==> src/rtl/exit_monitor.sv <==
// rtl/exit_monitor.sv - exit strobe consumer with run-cycle counter, watchdog, drain window and sticky verdict
// Optional build macro: EXIT_MONITOR_FINISH_EN (prints the verdict and ends simulation on entry to DONE)
module exit_monitor #(
  parameter int XLEN           = 64,
  parameter int CNT_W          = 32,
  parameter int TIMEOUT_CYCLES = 1000000,
  parameter int DRAIN_CYCLES   = 4
) (
  input  logic             clk,
  input  logic             rst,
  input  logic             exit_i,
  input  logic [XLEN-1:0]  exit_code_i,
  output logic             halt_o,
  output logic             done_o,
  output logic             pass_o,
  output logic             fail_o,
  output logic             timeout_o,
  output logic [XLEN-1:0]  result_code_o,
  output logic [CNT_W-1:0] cycles_o
);

  localparam int DW = (DRAIN_CYCLES > 1) ? $clog2(DRAIN_CYCLES) : 1;
  localparam logic [DW-1:0]    DRAIN_LAST = DW'(DRAIN_CYCLES - 1);
  localparam logic [CNT_W-1:0] TO_LAST    = CNT_W'(TIMEOUT_CYCLES - 1);

  typedef enum logic [1:0] {RUN, DRAIN, DONE} state_t;

  state_t           state, state_next;
  logic [CNT_W-1:0] cnt;
  logic [DW-1:0]    dcnt;
  logic             to_flag;
  logic             wd_hit;
  logic             capture;
  logic             enter_done;
  logic [XLEN-1:0]  cap_code;
  logic             cap_to;
  logic [XLEN-1:0]  done_code;
  logic             done_to;

  // State register
  always_ff @(posedge clk) begin
    if (rst) state <= RUN;
    else     state <= state_next;
  end

  // Next-state decode plus the capture/verdict values that feed the output registers
  always_comb begin
    state_next = state;
    wd_hit     = (TIMEOUT_CYCLES != 0) && (cnt == TO_LAST);
    capture    = 1'b0;
    enter_done = 1'b0;
    cap_code   = exit_i ? exit_code_i : '1;
    cap_to     = !exit_i;
    case (state)
      RUN: begin
        if (exit_i || wd_hit) begin
          capture = 1'b1;
          if (DRAIN_CYCLES == 0) begin
            state_next = DONE;
            enter_done = 1'b1;
          end else begin
            state_next = DRAIN;
          end
        end
      end
      DRAIN: begin
        if (dcnt == '0) begin
          state_next = DONE;
          enter_done = 1'b1;
        end
      end
      default: state_next = DONE;
    endcase
    // With no drain window the verdict is formed from the values being captured this edge
    done_code = (state == RUN) ? cap_code : result_code_o;
    done_to   = (state == RUN) ? cap_to   : to_flag;
  end

  // Counters, captured values and sticky verdict outputs
  always_ff @(posedge clk) begin
    if (rst) begin
      cnt           <= '0;
      dcnt          <= '0;
      to_flag       <= 1'b0;
      halt_o        <= 1'b0;
      done_o        <= 1'b0;
      pass_o        <= 1'b0;
      fail_o        <= 1'b0;
      timeout_o     <= 1'b0;
      result_code_o <= '0;
      cycles_o      <= '0;
    end else begin
      if (state == RUN && cnt != '1) cnt <= cnt + 1'b1;
      if (capture) begin
        result_code_o <= cap_code;
        cycles_o      <= cnt;
        to_flag       <= cap_to;
        halt_o        <= 1'b1;
        dcnt          <= DRAIN_LAST;
      end else if (state == DRAIN && dcnt != '0) begin
        dcnt <= dcnt - 1'b1;
      end
      if (enter_done) begin
        done_o    <= 1'b1;
        pass_o    <= (done_code == '0) && !done_to;
        fail_o    <= !((done_code == '0) && !done_to);
        timeout_o <= done_to;
      end
    end
  end

`ifdef EXIT_MONITOR_FINISH_EN
  logic finish_pending;

  // Report the verdict on entry to DONE and end the simulation one cycle later
  always_ff @(posedge clk) begin
    if (rst) begin
      finish_pending <= 1'b0;
    end else if (finish_pending) begin
      $finish;
    end else if (enter_done) begin
      finish_pending <= 1'b1;
      $display("EXIT code=%0d cycles=%0d %s", done_code,
               (state == RUN) ? cnt : cycles_o,
               done_to ? "TIMEOUT" : ((done_code == '0) ? "PASS" : "FAIL"));
    end
  end
`else
  // Synthesis build: verdict is reported only through the ports
`endif

endmodule

==> config.mk <==
export PLATFORM = sky130hd
export DESIGN_NAME = exit_monitor
export DESIGN_NICKNAME = d
export VERILOG_FILES = /design/src/rtl/exit_monitor.sv
export SDC_FILE = /design/constraint.sdc
export NUM_CORES = 1
export LEC_CHECK = 0
export ABC_CLOCK_PERIOD_IN_PS = 7200
export CAP_MARGIN = 10
export CORE_MARGIN = 10
export CORE_UTILIZATION = 51
export DETAILED_ROUTE_END_ITERATION = 8
export PLACE_DENSITY = 0.82
export SYNTH_ARGS = -nofsm -noshare
export SYNTH_HDL_FRONTEND = slang
export SYNTH_SLANG_ARGS = --single-unit
==> constraint.sdc <==
create_clock -name clk -period 7.2 [get_ports clk]
set_clock_uncertainty 0.05 [all_clocks]
set_input_delay 0.72 -clock clk [delete_from_list [all_inputs] [get_ports clk]]
set_output_delay 0.72 -clock clk [all_outputs]
set_load 0.02 [all_outputs]
# After elaboration in Yosys (flattened, before gate mapping)
# Index checks and enable logic that the tools add are counted.
# W data, S select, Z words.
[totals]
ff_bits = 138
inputBits = 67
output_inout_bits = 101
wordCells = 43
[op_classes]
add_sub_neg = 2
n_eq_ne = 5
mux = 12
n_reduce_logical = 13
[ops]
columns = ["op", "n"]
rows = [
  ["$mux W64", 2],
  ["$logic_not A64 Y1", 1],
  ["$add A32 B1 Y32 const B", 1],
  ["$eq A32 B20 Y1 const B", 1],
  ["$ne A32 B32 Y1 const B", 1],
  ["$mux W2", 4],
  ["$mux W1", 5],
  ["$logic_not A2 Y1", 2],
  ["$ne A2 B2 Y1 const B", 2],
  ["$pmux W2 S2", 1],
  ["$reduce_bool A2 Y1", 2],
  ["$logic_and A1 B1 Y1", 3],
  ["$logic_not A1 Y1", 3],
  ["$eq A2 B1 Y1 const B", 1],
  ["$reduce_and A2 Y1", 1],
  ["$sub A2 B1 Y2 const B", 1],
  ["$logic_or A1 B1 Y1", 1],
]

# Logic depth before layout (Yosys ltp)
# Gate-level depths: netlist of the first run.
[logic_depth]
depth_word = 5
depth_mapped = 7
mapped_depth_nobuf = 7

# Worst setup path after synthesis of the first run
# Ideal clock, no wire load.
[synth_path]
path_kind = "register to register"
from = "reg cnt[12]"
to = "reg result_code_o[23]"
setup_time_ns = 0.060
t_arrival_ns = 2.282
t_required_ns = 7.090
path_slack_ns = 4.808
stages_incl_launch_ff = 8
path_buffers = 2
period_less_slack_ns = 2.392
path_cell_list = "dfxtp_1 -> or4b_1 -> or4_1 -> nor3_4 -> nand2b_1 -> buf_4 -> buf_6 -> o221a_1"
[synth_between]
elab_chain_cells = 4
[synth_lines]
columns = ["element", "line_no", "source"]
rows = [
  ["from (decl)", "29", "logic [CNT_W-1:0] cnt;"],
  ["from (signal assigned)", "93", "if (state == RUN && cnt != '1) cnt <= cnt + 1'b1;"],
  ["$eq A32 B20 Y1", "49", "wd_hit = (TIMEOUT_CYCLES != 0) && (cnt == TO_LAST);"],
  ["$logic_or A1 B1 Y1", "56", "if (exit_i || wd_hit) begin"],
  ["$mux W1", "56", ""],
  ["$mux W1", "54", "case (state)"],
  ["to (signal assigned)", "95", "result_code_o <= cap_code;"],
  ["to (decl)", "18", "output logic [XLEN-1:0] result_code_o,"],
]
# No other way between the ends.
# A chain may end at the register's enable or synchronous reset.

# Worst setup path after layout of the first run
[layout_path]
from = "reg cnt[12]"
to = "reg result_code_o[9]"
# The elaborated chain is that of the path after synthesis.

==> results of run 1 <==
[power by group through the flow]
stage | sequential (mW) | combinational (mW) | clock, mW
after floorplan | 0.914 | 0.134 | 0
after global placement | 0.871 | 0.332 | 0
after detailed placement | 0.873 | 0.340 | 0
after CTS | 0.857 | 0.342 | 0.908
after global routing | 0.864 | 0.362 | 0.943
final | 0.858 | 0.341 | 0.901
[cell usage in the layout, fill, tap and decap left out, types with 7 or more instances in the layout]
| cell | netlist | final |
|---|---|---|
| clkdlybuf4s50_1 | 0 | 166 |
| dfxtp_1 | 138 | 138 |
| o221a_1 | 62 | 62 |
| nand2_1 | 53 | 52 |
| nor4_1 | 30 | 30 |
| a21oi_1 | 26 | 26 |
| mux2i_1 | 24 | 24 |
| nor4b_1 | 22 | 22 |
| or4_1 | 17 | 17 |
| nand3_1 | 17 | 17 |
| clkbuf_16 | 0 | 17 |
| o21ai_0 | 15 | 15 |
| o31ai_1 | 11 | 11 |
| or3_1 | 11 | 11 |
| nand4_1 | 10 | 10 |
| nor2_1 | 9 | 9 |
| a31o_1 | 9 | 9 |
| nor3_1 | 9 | 9 |
| a31o_2 | 7 | 7 |
| or2_2 | 7 | 7 |
[cell type report]
cell class	count	share of cell area, %
well taps	140	2.17
clock inverters	7	1.39
inverters	7	0.341
repair buffers	173	21.2
flip-flops and latches	138	34.2
clock buffers	24	6.21
multi-input cells	381	34.5
[sequential cells by signal, indices dropped and copies added, names as in the netlist]
| name | flops |
|---|---|
| cnt | 32 |
| done_o | 1 |
| result_code_o | 64 |
| fail_o | 1 |
| to_flag | 1 |
| halt_o | 1 |
| pass_o | 1 |
| timeout_o | 1 |
| cycles_o | 32 |
| state | 2 |
| dcnt | 2 |
[worst max-delay path by stage]
stage | end | start | depth (start not counted)
after floorplan | result_code_o[23]$_SDFFE_PP0P_ | cnt[12]$_SDFFE_PP0P_ | 7
after global placement | result_code_o[26]$_SDFFE_PP0P_ | cnt[12]$_SDFFE_PP0P_ | 6
after detailed placement | result_code_o[31]$_SDFFE_PP0P_ | cnt[12]$_SDFFE_PP0P_ | 6
after CTS | result_code_o[9]$_SDFFE_PP0P_ | cnt[12]$_SDFFE_PP0P_ | 6
after global routing | result_code_o[9]$_SDFFE_PP0P_ | cnt[12]$_SDFFE_PP0P_ | 6
final | result_code_o[9]$_SDFFE_PP0P_ | cnt[12]$_SDFFE_PP0P_ | 6
[metrics by stage]
stage / hold slack (ns) / power, mW / worst slack, ns
floorplan: 0.422 / 1.05 / 4.81
global placement: 0.389 / 1.20 / 3.59
detailed placement: 0.396 / 1.21 / 3.52
CTS: 0.404 / 2.11 / 3.50
global route: 0.432 / 2.17 / 3.24
finish: 0.401 / 2.10 / 3.46
[logic make-up after synthesis]
family | Yosys count
simple gates | 215
compound gates | 139
flops | 138
buf+inv | 51
mux | 24
fa+ha+maj | 2
xor+xnor | 1
[per-layer routing]
layer  routed length (µm)  part of all wire (%)  GRT usage [%]  vias to the layer above
met5                    0                     0              0                        -
met4                  361                   1.9           7.90                        0
met3                 1570                   8.3           6.75                       28
met2                 9310                    49           37.9                      271
met1                 7770                    41           28.0                     2681
li1                     -                     -              -                     2569
[critical path: cells and delay by family, from the launching register on]
family	cells	cell delay (ns)
DFF	1	0.36
buffers and inverters	1	0.53
AOI/OAI and AO/OA	1	0.30
and+or+nand+nor	4	2.43
==> run metrics, run 1 <==
status finished, final reports clean; nets 787; number of global-route vias before repair 5352; TritonCTS buffer count 17; post-synthesis simple-gate area fraction 22.4%; Setup crit end kind register; CTS Root Cell clkbuf_16; HP Start pass_o$_SDFFE_PP0P_; post-synthesis compound-gate area fraction 20.8%; setup tns final 0 ns; global route overflow 0; first-pass GRT wire length 30100 µm; period utilization 52.0%; Hold EP pass_o$_SDFFE_PP0P_; post-CTS repair timing setup buffer count 0; Async SR Flop Fraction 0%; Yosys top cell area share 47.7%; Peak Freq 267 MHz; Non-Filler Instances 870; Core Util, Final 73.6%; antenna violations before repair 0; Synth Flop Type dfxtp_1; Clock Pin Slew Worst Setup and Hold Paths 0.06 ns; CTS tree yes; placed instance count 839; FP Rows 38; Via density 6.38; I/O pin cnt 168; r2r startpoint cnt[12]$_SDFFE_PP0P_; slowest cell delay on critical path 0.78 ns; Remaining DRCs 0; # hold bufs at CTS 0; Rel. slew slack 21.1%; Sequential Power Share 40.9%; Arr. time, crit path 4.05 ns; Hold Path Cell Cnt 2; Ys Warns 0; post-route cell area 8080 µm²; Slowest-stage cell, CP nand2b_2; clock sink total 138; VDD IR max 197 µV; layout cells sized above 1 8.22%; Vias 5549; Register Area 2760 µm²; switch share 25.6%; gate count after technology mapping 570; count leader, synth dfxtp_1; multi-input logic area 2790 µm²; Critical Path RT 7.50 ns; Cell Area, Placed 7470 µm²; Post-Synthesis Net Count 639; TritonRoute pass-1 iters 7; Synth top cells by count dfxtp_1, o221a_1, nand2_1; register area share after synthesis 47.7%; Adder-Cell Fraction of Synth Area 0.432%; DP HPWL 13600 µm; DRT iter0 DRCs 574; CTS resizes 0; worst r2r dst result_code_o[9]$_SDFFE_PP0P_; area delta synth->final 39.6%; die area 16000 µm²; die height 127 µm; core box area 11000 µm²; WL final 19000 µm; fillers 788; WL per Instance 21.9 µm; Clk Latency, worst-skew pair 0.42 ns; mux contribution to synthesized area 4.15%; CP max FO 44; Worst Setup Start Kind register; Worst Hold Class reg -> reg; H-tree Lvls 4; post-synth cell types 46; Clock Path Buffers 2; starting density of the core 52.7%; R2R depth 6; GRT Total Usage 23.0%; Reg2Reg Setup Slack 3.46 ns; largest net degree at the start of global routing 89; Post-synth EDFFs 0; clock power share 42.9%; Syn Std Cell Area 5790 µm²; max cap viols 0; Detail Route Antenna Nets 0; synth top area cells dfxtp_1, o221a_1, mux2i_1; diodes inserted 0; final hold violations 0; Setup CP Type reg -> reg; minimum clock period 3.74 ns; Final GP Congestion 0.924; port buffer count 167; area leader, netlist dfxtp_1; Power Internal 1.56 mW; largest family of logic cells by synthesized area simple AND/OR/NAND/NOR gates; final setup vio count 0; PwrDens 260 nW/µm²; Cell Chain, Critical Path or4b_1 -> or4_1 -> nor3_4 -> nand2b_2 -> buf_4 -> o221a_1; Seq cells post-synth 138; Comb pwr share 16.2%; Static Leak 2.76 nW; Net Switching 0.538 mW; unrepaired setup endpoints after global routing no; post-synthesis xor/xnor area fraction 0.151%; Die Span X 127 µm; Max Slew Vio Count 0; worst-margin pin slew 1.18 ns; post-synthesis average cell area 10.2 µm²
Power figures use the tool's default switching activity.
==> run 2, diff against run 1 <==
==> config.mk (replaced) <==
export PLATFORM = sky130hd
export DESIGN_NAME = exit_monitor
export DESIGN_NICKNAME = d
export VERILOG_FILES = /design/src/rtl/exit_monitor.sv
export SDC_FILE = /design/constraint.sdc
export NUM_CORES = 1
export LEC_CHECK = 0
export ABC_CLOCK_PERIOD_IN_PS = 3900
export CAP_MARGIN = 10
export CORE_MARGIN = 10
export CORE_UTILIZATION = 48
export DETAILED_ROUTE_END_ITERATION = 8
export PLACE_DENSITY = 0.78
export SYNTH_ARGS = -nofsm -noshare
export SYNTH_HDL_FRONTEND = slang
export SYNTH_SLANG_ARGS = --single-unit
==> constraint.sdc (replaced) <==
create_clock -name clk -period 3.9 [get_ports clk]
set_clock_uncertainty 0.05 [all_clocks]
set_input_delay 0.39 -clock clk [delete_from_list [all_inputs] [get_ports clk]]
set_output_delay 0.39 -clock clk [all_outputs]
set_load 0.02 [all_outputs]
==> run 2 against run 1 <==
  * Largest power group unchanged
  * Largest cell class unchanged
  * Worst setup slack worse by 2.4 ns
  * Final cell count is 1.3% higher
  * Non-clock buffer count is 4 higher
  * Wire length is 1.4% lower
  * Die area is 5.3% higher
  * First-iteration DRC count is 20% lower
==> run metrics, run 2 (synthesis gave the netlist of run 1 again) <==
Remaining DRCs 0; die area 16900 µm²; clock power share 43.3%; Clock Pin Slew Worst Setup and Hold Paths 0.06 ns; WL per Instance 21.3 µm; DP HPWL 13500 µm; Sequential Power Share 40.4%; Slowest-stage cell, CP or4_1; slowest cell delay on critical path 0.53 ns; CTS tree yes; Setup crit end kind register; area delta synth->final 40.6%; post-CTS repair timing setup buffer count 0; Die Span X 130 µm; GRT Total Usage 21.6%; nets 791; clock sink total 138; CP max FO 22; Comb pwr share 16.2%; Peak Freq 348 MHz; post-route cell area 8150 µm²; # hold bufs at CTS 0; diodes inserted 0; max reg flops 64; most numerous cell on the critical path buf_4; Power Internal 2.91 mW; CTS resizes 0; final hold violations 0; worst-margin pin slew 0.954 ns; FP Rows 40; core box area 11900 µm²; commonest non-fill, non-tap cells in the layout clkdlybuf4s50_1, dfxtp_1, o221a_1; PwrDens 481 nW/µm²; number of global-route vias before repair 5401; max cap viols 0; final setup vio count 0; Critical Path RT 4.19 ns; DRT iter0 DRCs 460; die height 130 µm; H-tree Lvls 4; period utilization 73.6%; Clock Path Buffers 2; TritonRoute pass-1 iters 5; WL final 18700 µm; Detail Route Antenna Nets 0; Via density 6.34; status finished, final reports clean; switch share 25.9%; unrepaired setup endpoints after global routing no; Cell Area, Placed 7520 µm²; Max Slew Vio Count 0; CTS Root Cell clkbuf_16; VDD IR max 302 µV; Setup CP Type reg -> reg; Vias 5583; fillers 894; setup tns final 0 ns; starting density of the core 48.6%; Core Util, Final 68.4%; Largest Register result_code_o; Final GP Congestion 0.913; I/O pin cnt 168; Clk Latency, worst-skew pair 0.41 ns; Worst Hold Class reg -> reg; commonest non-fill, non-tap cell in the layout clkdlybuf4s50_1; Rel. slew slack 36.4%; minimum clock period 2.87 ns; Cell Chain, Critical Path or4b_1 -> or4_1 -> nor3_4 -> buf_4 -> nand2b_2 -> buf_4 -> o221a_1; Worst Setup Start Kind register; antenna violations before repair 0; Net Switching 1.01 mW; global route overflow 0; biggest regs result_code_o (64), cnt (32), cycles_o (32); Fin Hold WS 0.410 ns; TritonCTS buffer count 17; largest net degree at the start of global routing 69; first-pass GRT wire length 29200 µm; Tot Pwr 3.92 mW; port buffer count 167; layout cells sized above 1 8.86%; Static Leak 2.78 nW; Arr. time, crit path 3.17 ns
==> run 2: changes by cell type in the layout (fill, tap and decap cells not counted), sizes merged <==
cell	change
buf	+5
bufinv	+1
clkbuf	-5
clkinv	-1
clkinvlp	+3
inv	+1
==> run 2: per-stage QoR <==
step                setup slack, ns  instances
CTS                            1.03        881
global route                  0.898        881
floorplan                      1.51        570
global placement               1.15        850
detailed placement             1.06        850
finish                         1.03        881
==> run 2: final cells by class <==
cell class	instances	area, µm²	share of cell area [%]
clock buffers	20	457	5.61
inverters	7	27.5	0.338
well taps	147	184	2.26
clock inverters	11	169	2.07
multi-input cells	381	2790	34.3
repair buffers	177	1750	21.5
flip-flops and latches	138	2760	33.9
==> run 2: final timing paths <==
path / startpoint / end / slack (ns) / depth (start not counted)
min: cycles_o[9]$_SDFFE_PP0P_ / cycles_o[9]$_SDFFE_PP0P_ / 0.41 / 2
max: cnt[12]$_SDFFE_PP0P_ / result_code_o[41]$_SDFFE_PP0P_ / 1.03 / 7
min reg2reg: cycles_o[9]$_SDFFE_PP0P_ / cycles_o[9]$_SDFFE_PP0P_ / 0.41 / 2
max reg2reg: cnt[12]$_SDFFE_PP0P_ / result_code_o[41]$_SDFFE_PP0P_ / 1.03 / 7
==> run 2: power by group through the flow <==
stage | combinational, mW | sequential, mW | clock (mW)
after floorplan | 0.247 | 1.69 | 0
after global placement | 0.620 | 1.61 | 0
after detailed placement | 0.631 | 1.61 | 0
after CTS | 0.637 | 1.58 | 1.71
after global routing | 0.673 | 1.60 | 1.78
final | 0.637 | 1.59 | 1.70
==> run 2: metal layers <==
metal,global-route usage (%),part of all wire (%),up-vias
met4,5.62,1.3,0
met3,7.30,8.1,24
met5,0,0,-
li1,-,-,2583
met1,24.7,40,2757
met2,37.8,50,219
==> run 2: critical path, delay by kind of cell, from the launching register on <==
| family | cells | cell delay, ns |
|---|---|---|
| AOI/OAI and AO/OA | 1 | 0.24 |
| buffers and inverters | 2 | 0.58 |
| DFF | 1 | 0.36 |
| and+or+nand+nor | 4 | 1.56 |
==> run 3, diff against run 2 <==
--- a/config.mk
+++ b/config.mk
@@ -5,7 +5,7 @@
 export SDC_FILE = /design/constraint.sdc
 export NUM_CORES = 1
 export LEC_CHECK = 0
-export ABC_CLOCK_PERIOD_IN_PS = 3900
+export ABC_CLOCK_PERIOD_IN_PS = 2900
 export CAP_MARGIN = 10
 export CORE_MARGIN = 10
 export CORE_UTILIZATION = 48
==> constraint.sdc (replaced) <==
create_clock -name clk -period 2.9 [get_ports clk]
set_clock_uncertainty 0.05 [all_clocks]
set_input_delay 0.29 -clock clk [delete_from_list [all_inputs] [get_ports clk]]
set_output_delay 0.29 -clock clk [all_outputs]
set_load 0.02 [all_outputs]
==> run 3 against run 2 <==
  * Flip-flop and latch count is the same
  * Critical path depth fell by 1
  * Via count is 0.70% lower
  * Final cell count grew 0.34%
  * Critical path type unchanged
  * Critical endpoint is now cnt[18]$_SDFFE_PP0P_
  * Highest routed layer unchanged
==> run metrics, run 3 (synthesis gave the netlist of run 1 again) <==
status finished, final reports clean; Largest Register result_code_o; minimum clock period 2.61 ns; CTS Root Cell clkbuf_16; CTS tree yes; nets 795; Clock Path Buffers 2; Hold Path Cell Cnt 2; Post-Place Setup Slack 0.346 ns; number of global-route vias before repair 5360; fillers 915; Register Area 2760 µm²; Remaining DRCs 0; Clock Pin Slew Worst Setup and Hold Paths 0.05 ns; Critical Path RT 3.20 ns; max cap viols 0; PwrDens 606 nW/µm²; worst-margin pin slew 1.13 ns; post-CTS repair timing setup buffer count 0; CP max FO 15; FP Rows 40; port buffer count 167; diodes inserted 0; final hold violations 0; area delta synth->final 39.6%; H-tree Lvls 4; period utilization 90.1%; TritonRoute pass-1 iters 5; multi-input logic area 2790 µm²; Static Leak 2.76 nW; DRT iter0 DRCs 424; GRT Total Usage 21.5%; commonest non-fill, non-tap cell in the layout clkdlybuf4s50_1; starting density of the core 48.6%; VDD IR max 416 µV; Setup crit end kind register; setup tns final 0 ns; WL final 18600 µm; # hold bufs at CTS 0; Arr. time, crit path 2.91 ns; final setup vio count 0; Worst Hold Class reg -> reg; clock sink total 138; Setup CP Type reg -> reg; Vias 5544; die area 16900 µm²; biggest regs result_code_o (64), cnt (32), cycles_o (32); commonest non-fill, non-tap cells in the layout clkdlybuf4s50_1, dfxtp_1, o221a_1; Final WS setup 0.287 ns; die height 130 µm; R2R depth 6; core box area 11900 µm²; Max Slew Vio Count 0; I/O pin cnt 168; CTS resizes 0; layout cells sized above 1 8.41%; Peak Freq 383 MHz; first-pass GRT wire length 28700 µm; global route overflow 0; Worst Setup Start Kind register; max reg flops 64; Die Span X 130 µm; Rel. slew slack 24.6%; antenna violations before repair 0; DP HPWL 13600 µm; largest net degree at the start of global routing 76; Detail Route Antenna Nets 0; TritonCTS buffer count 17; Final GP Congestion 0.894; Clk Latency, worst-skew pair 0.42 ns; WL per Instance 21.0 µm; Via density 6.27; unrepaired setup endpoints after global routing no
run 3: changes by cell type in the layout (fill, tap and decap cells not counted), sizes merged:
cell      delta
clkbuf       +7
clkinv       +1
inv          -1
clkinvlp     -4
buf          +4
bufinv       -4
run 3: worst paths after layout:
kind	startpoint	end	slack (ns)
worst max-delay path	cnt[0]$_SDFFE_PP0P_	cnt[18]$_SDFFE_PP0P_	0.29
worst min-delay path	done_o$_SDFFE_PP0P_	done_o$_SDFFE_PP0P_	0.40
worst max register to register	cnt[0]$_SDFFE_PP0P_	cnt[18]$_SDFFE_PP0P_	0.29
worst min register to register	done_o$_SDFFE_PP0P_	done_o$_SDFFE_PP0P_	0.40
run 3: power by group:
part | leakage, nW | internal, mW | total [mW] | switching, mW
Combinational | 1.38 | 0.425 | 0.872 | 0.447
Sequential | 1.13 | 2.02 | 2.13 | 0.110
Clock | 0.251 | 1.15 | 1.90 | 0.750
Total | 2.76 | 3.59 | 4.90 | 1.31
run 3: metrics by stage:
step                hold slack (ns)  util, %  cell area [µm²]  power (mW)  std cells
floorplan                     0.422        -             5790        2.60        570
global placement              0.393     63.6             7570        3.02        854
detailed placement            0.404     63.6             7570        3.03        854
CTS                           0.412     67.9             8080        4.91        884
global route                  0.426     67.9             8080        5.07        884
finish                        0.403     67.9             8080        4.90        884
run 3: metal layers:
| layer | GRT usage (%) | share of wire (%) | vias up |
|---|---|---|---|
| li1 | - | - | 2578 |
| met3 | 6.61 | 8.2 | 35 |
| met2 | 36.3 | 49 | 256 |
| met5 | 0 | 0 | - |
| met1 | 24.8 | 40 | 2675 |
| met4 | 8.80 | 2.2 | 0 |
run 3: area by class of cell:
| cell class | instances | area share (%) |
|---|---|---|
| Clock buffer | 27 | 6.10 |
| Inverter | 7 | 0.341 |
| Timing Repair Buffer | 181 | 22.4 |
| Multi-Input combinational cell | 381 | 34.5 |
| Tap cell | 147 | 2.28 |
| Clock inverter | 3 | 0.186 |
| Sequential cell | 138 | 34.2 |
run 3: worst max-delay path, stage by stage (launching register included):
cell and delay (ns):
dfxtp_1 0.43, ha_1 0.24, or3b_2 0.51, nor3_1 0.19
nand3_1 0.37, or4_1 0.60, a21oi_1 0.16
==> RTL edit: new RTL, settings of run 2 <==
Set the parameter `TIMEOUT_CYCLES` to 750000 (it was 1000000).
--- a/src/rtl/exit_monitor.sv
+++ b/src/rtl/exit_monitor.sv
@@ -4,5 +4,5 @@
   parameter int XLEN           = 64,
   parameter int CNT_W          = 32,
-  parameter int TIMEOUT_CYCLES = 1000000,
+  parameter int TIMEOUT_CYCLES = 750000,
   parameter int DRAIN_CYCLES   = 4
 ) (
Behaviour: same outputs for any inputs over 10 cycles, from zero or initial values and one cycle with rst high; that may be too few to reach the edited logic, so the function may still have changed.
==> RTL edit against run 2 <==
Non-clock buffer count is 2 lower; cell area increased by 0.83%; wire length is 1.1% higher; area after synthesis increased by 0.43%; sequential cell count unchanged; setup slack better by 23 ps; core utilization rose by 0.28 points; power rose by 3.7%.
==> RTL edit: results (changes against run 2) <==
stage	metric	value	unit	change
route	sum of met2 wire segment lengths after detailed routing	9220	um	-1.7%
global_routing	vias in the first global route	5643		+4.5%
clock_network	Clock Tree Buf Depth	2		unchanged
route	Routed Wire Length	18900	um	+1.1%
synthesis	number of library cell types mapped by synthesis	53		+15%
route	met1 layer wirelength in the final routing	7910	um	+4.4%
synthesis	mean post-synth cell area	9.69	sq um	-4.6%
worst_setup_path	reg-to-reg setup timing slack	1050	ps	+20 ps
worst_setup_path	maximum fanout count along the critical path	31		+41%
timing	Final Hold Slack	407	ps	-3.62 ps
placed_design	final HPWL from detailed placement	13300	um	-0.96%
worst_setup_path	cell with the largest stage delay on the worst path	sky130_fd_sc_hd__nor2_4		
timing	maximum frequency from static timing analysis	0.351	GHz	+0.81%
finish	Net count, final	815		+3.0%
power	power spent charging and discharging nets	1.05	mW	+3.1%
worst_setup_path	largest stage delay on the critical path	570	ps	+40 ps
global_routing	wire length of the first global-routing pass	30400	um	+4.2%
power	Power Clock	1.81	mW	+6%
placed_design	Post-Place Cells	874		+2.8%
outcome	outcome	finished clean		
finish	Filler Cells Inserted	911		+1.9%
route	wire length on met3	1330	um	-12%
synthesis	Seq/Total Area, Yosys	47.5	%	-0.21 points
route	Iter 0 DRT Violations	610		+33%
clock_network	clk slew on worst S/H paths	60	ps	about the same
synthesis	Post-Synthesis Net Count	669		+4.7%
power	maximum vdd ir drop	0.268	mV	-11%
placed_design	routability congestion estimate from global placement	0.892		-2.3%
clock_network	post-cts gate resize count	0		unchanged
global_routing	maximum number of pins on one net before global-route repair	65		-5.8%
power	leakage power	2.86	nW	+3.0%
power	part of the power in combinational logic	16.6	%	+0.4 points
synthesis	top cells by instance count after synthesis	138 x sky130_fd_sc_hd__dfxtp_1, 63 x sky130_fd_sc_hd__o221a_2, 45 x sky130_fd_sc_hd__nand2_1		
global_routing	met3 usage	5.07	%	-2.2 points
global_routing	initial antenna violation count	0		unchanged
synthesis	top cells by area, synth	sky130_fd_sc_hd__dfxtp_1 47%, sky130_fd_sc_hd__o221a_2 12%, sky130_fd_sc_hd__a21oi_1 3.2%		
route	via-per-instance ratio	6.32		-0.22%
global_routing	overall fraction of global-route tracks in use	22.4	%	+0.75 points
power	Clock power frac	44.4	%	+1.1 points
global_routing	GR met2 Demand/Resource	37.4	%	-0.37 points
route	number of vias after detailed routing	5729		+2.6%
timing	Worst Max-Slew Pin Slew	986	ps	+32.2 ps
RTL edit: cell types whose count changed after synthesis, moves of 8 or more:
| cell | delta |
|---|---|
| sky130_fd_sc_hd__nand2_1 | -8 |
| sky130_fd_sc_hd__nand3_1 | +15 |
| sky130_fd_sc_hd__nor3_1 | +20 |
| sky130_fd_sc_hd__mux2i_1 | -15 |
| sky130_fd_sc_hd__or3_1 | -9 |
| sky130_fd_sc_hd__a21oi_1 | +11 |
| sky130_fd_sc_hd__a31o_1 | -9 |
| sky130_fd_sc_hd__o221a_2 | +61 |
| sky130_fd_sc_hd__a31o_2 | +11 |
| sky130_fd_sc_hd__nor4b_1 | -15 |
| sky130_fd_sc_hd__o221a_1 | -62 |
RTL edit: cells by family after synthesis:
family	count (synthesis)	share of synthesized area [%]
AO/OA/AOI/OAI	168	24.0
buffers and inverters	56	3.96
flip-flops	138	47.5
multiplexers	9	1.55
AND/OR/NAND/NOR	225	22.3
XOR/XNOR	2	0.301
adder cells (fa/ha/maj)	2	0.430
RTL edit: final timing paths:
check / start / to / cells after the start
hold reg to reg: pass_o / pass_o / 2
setup / recovery: cnt[19] / result_code_o[4] / 6
setup reg to reg: cnt[19] / result_code_o[4] / 6
hold / removal: pass_o / pass_o / 2
RTL edit: layout make-up:
| cell class | count | area [sq um] | share of cell area [%] |
|---|---|---|---|
| multi-input cells | 406 | 2830 | 34.5 |
| flip-flops and latches | 138 | 2760 | 33.6 |
| repair buffers | 175 | 1730 | 21.1 |
| clock buffers | 21 | 480 | 5.85 |
| clock inverters | 11 | 190 | 2.32 |
| well taps | 147 | 184 | 2.24 |
| inverters | 8 | 30.0 | 0.366 |
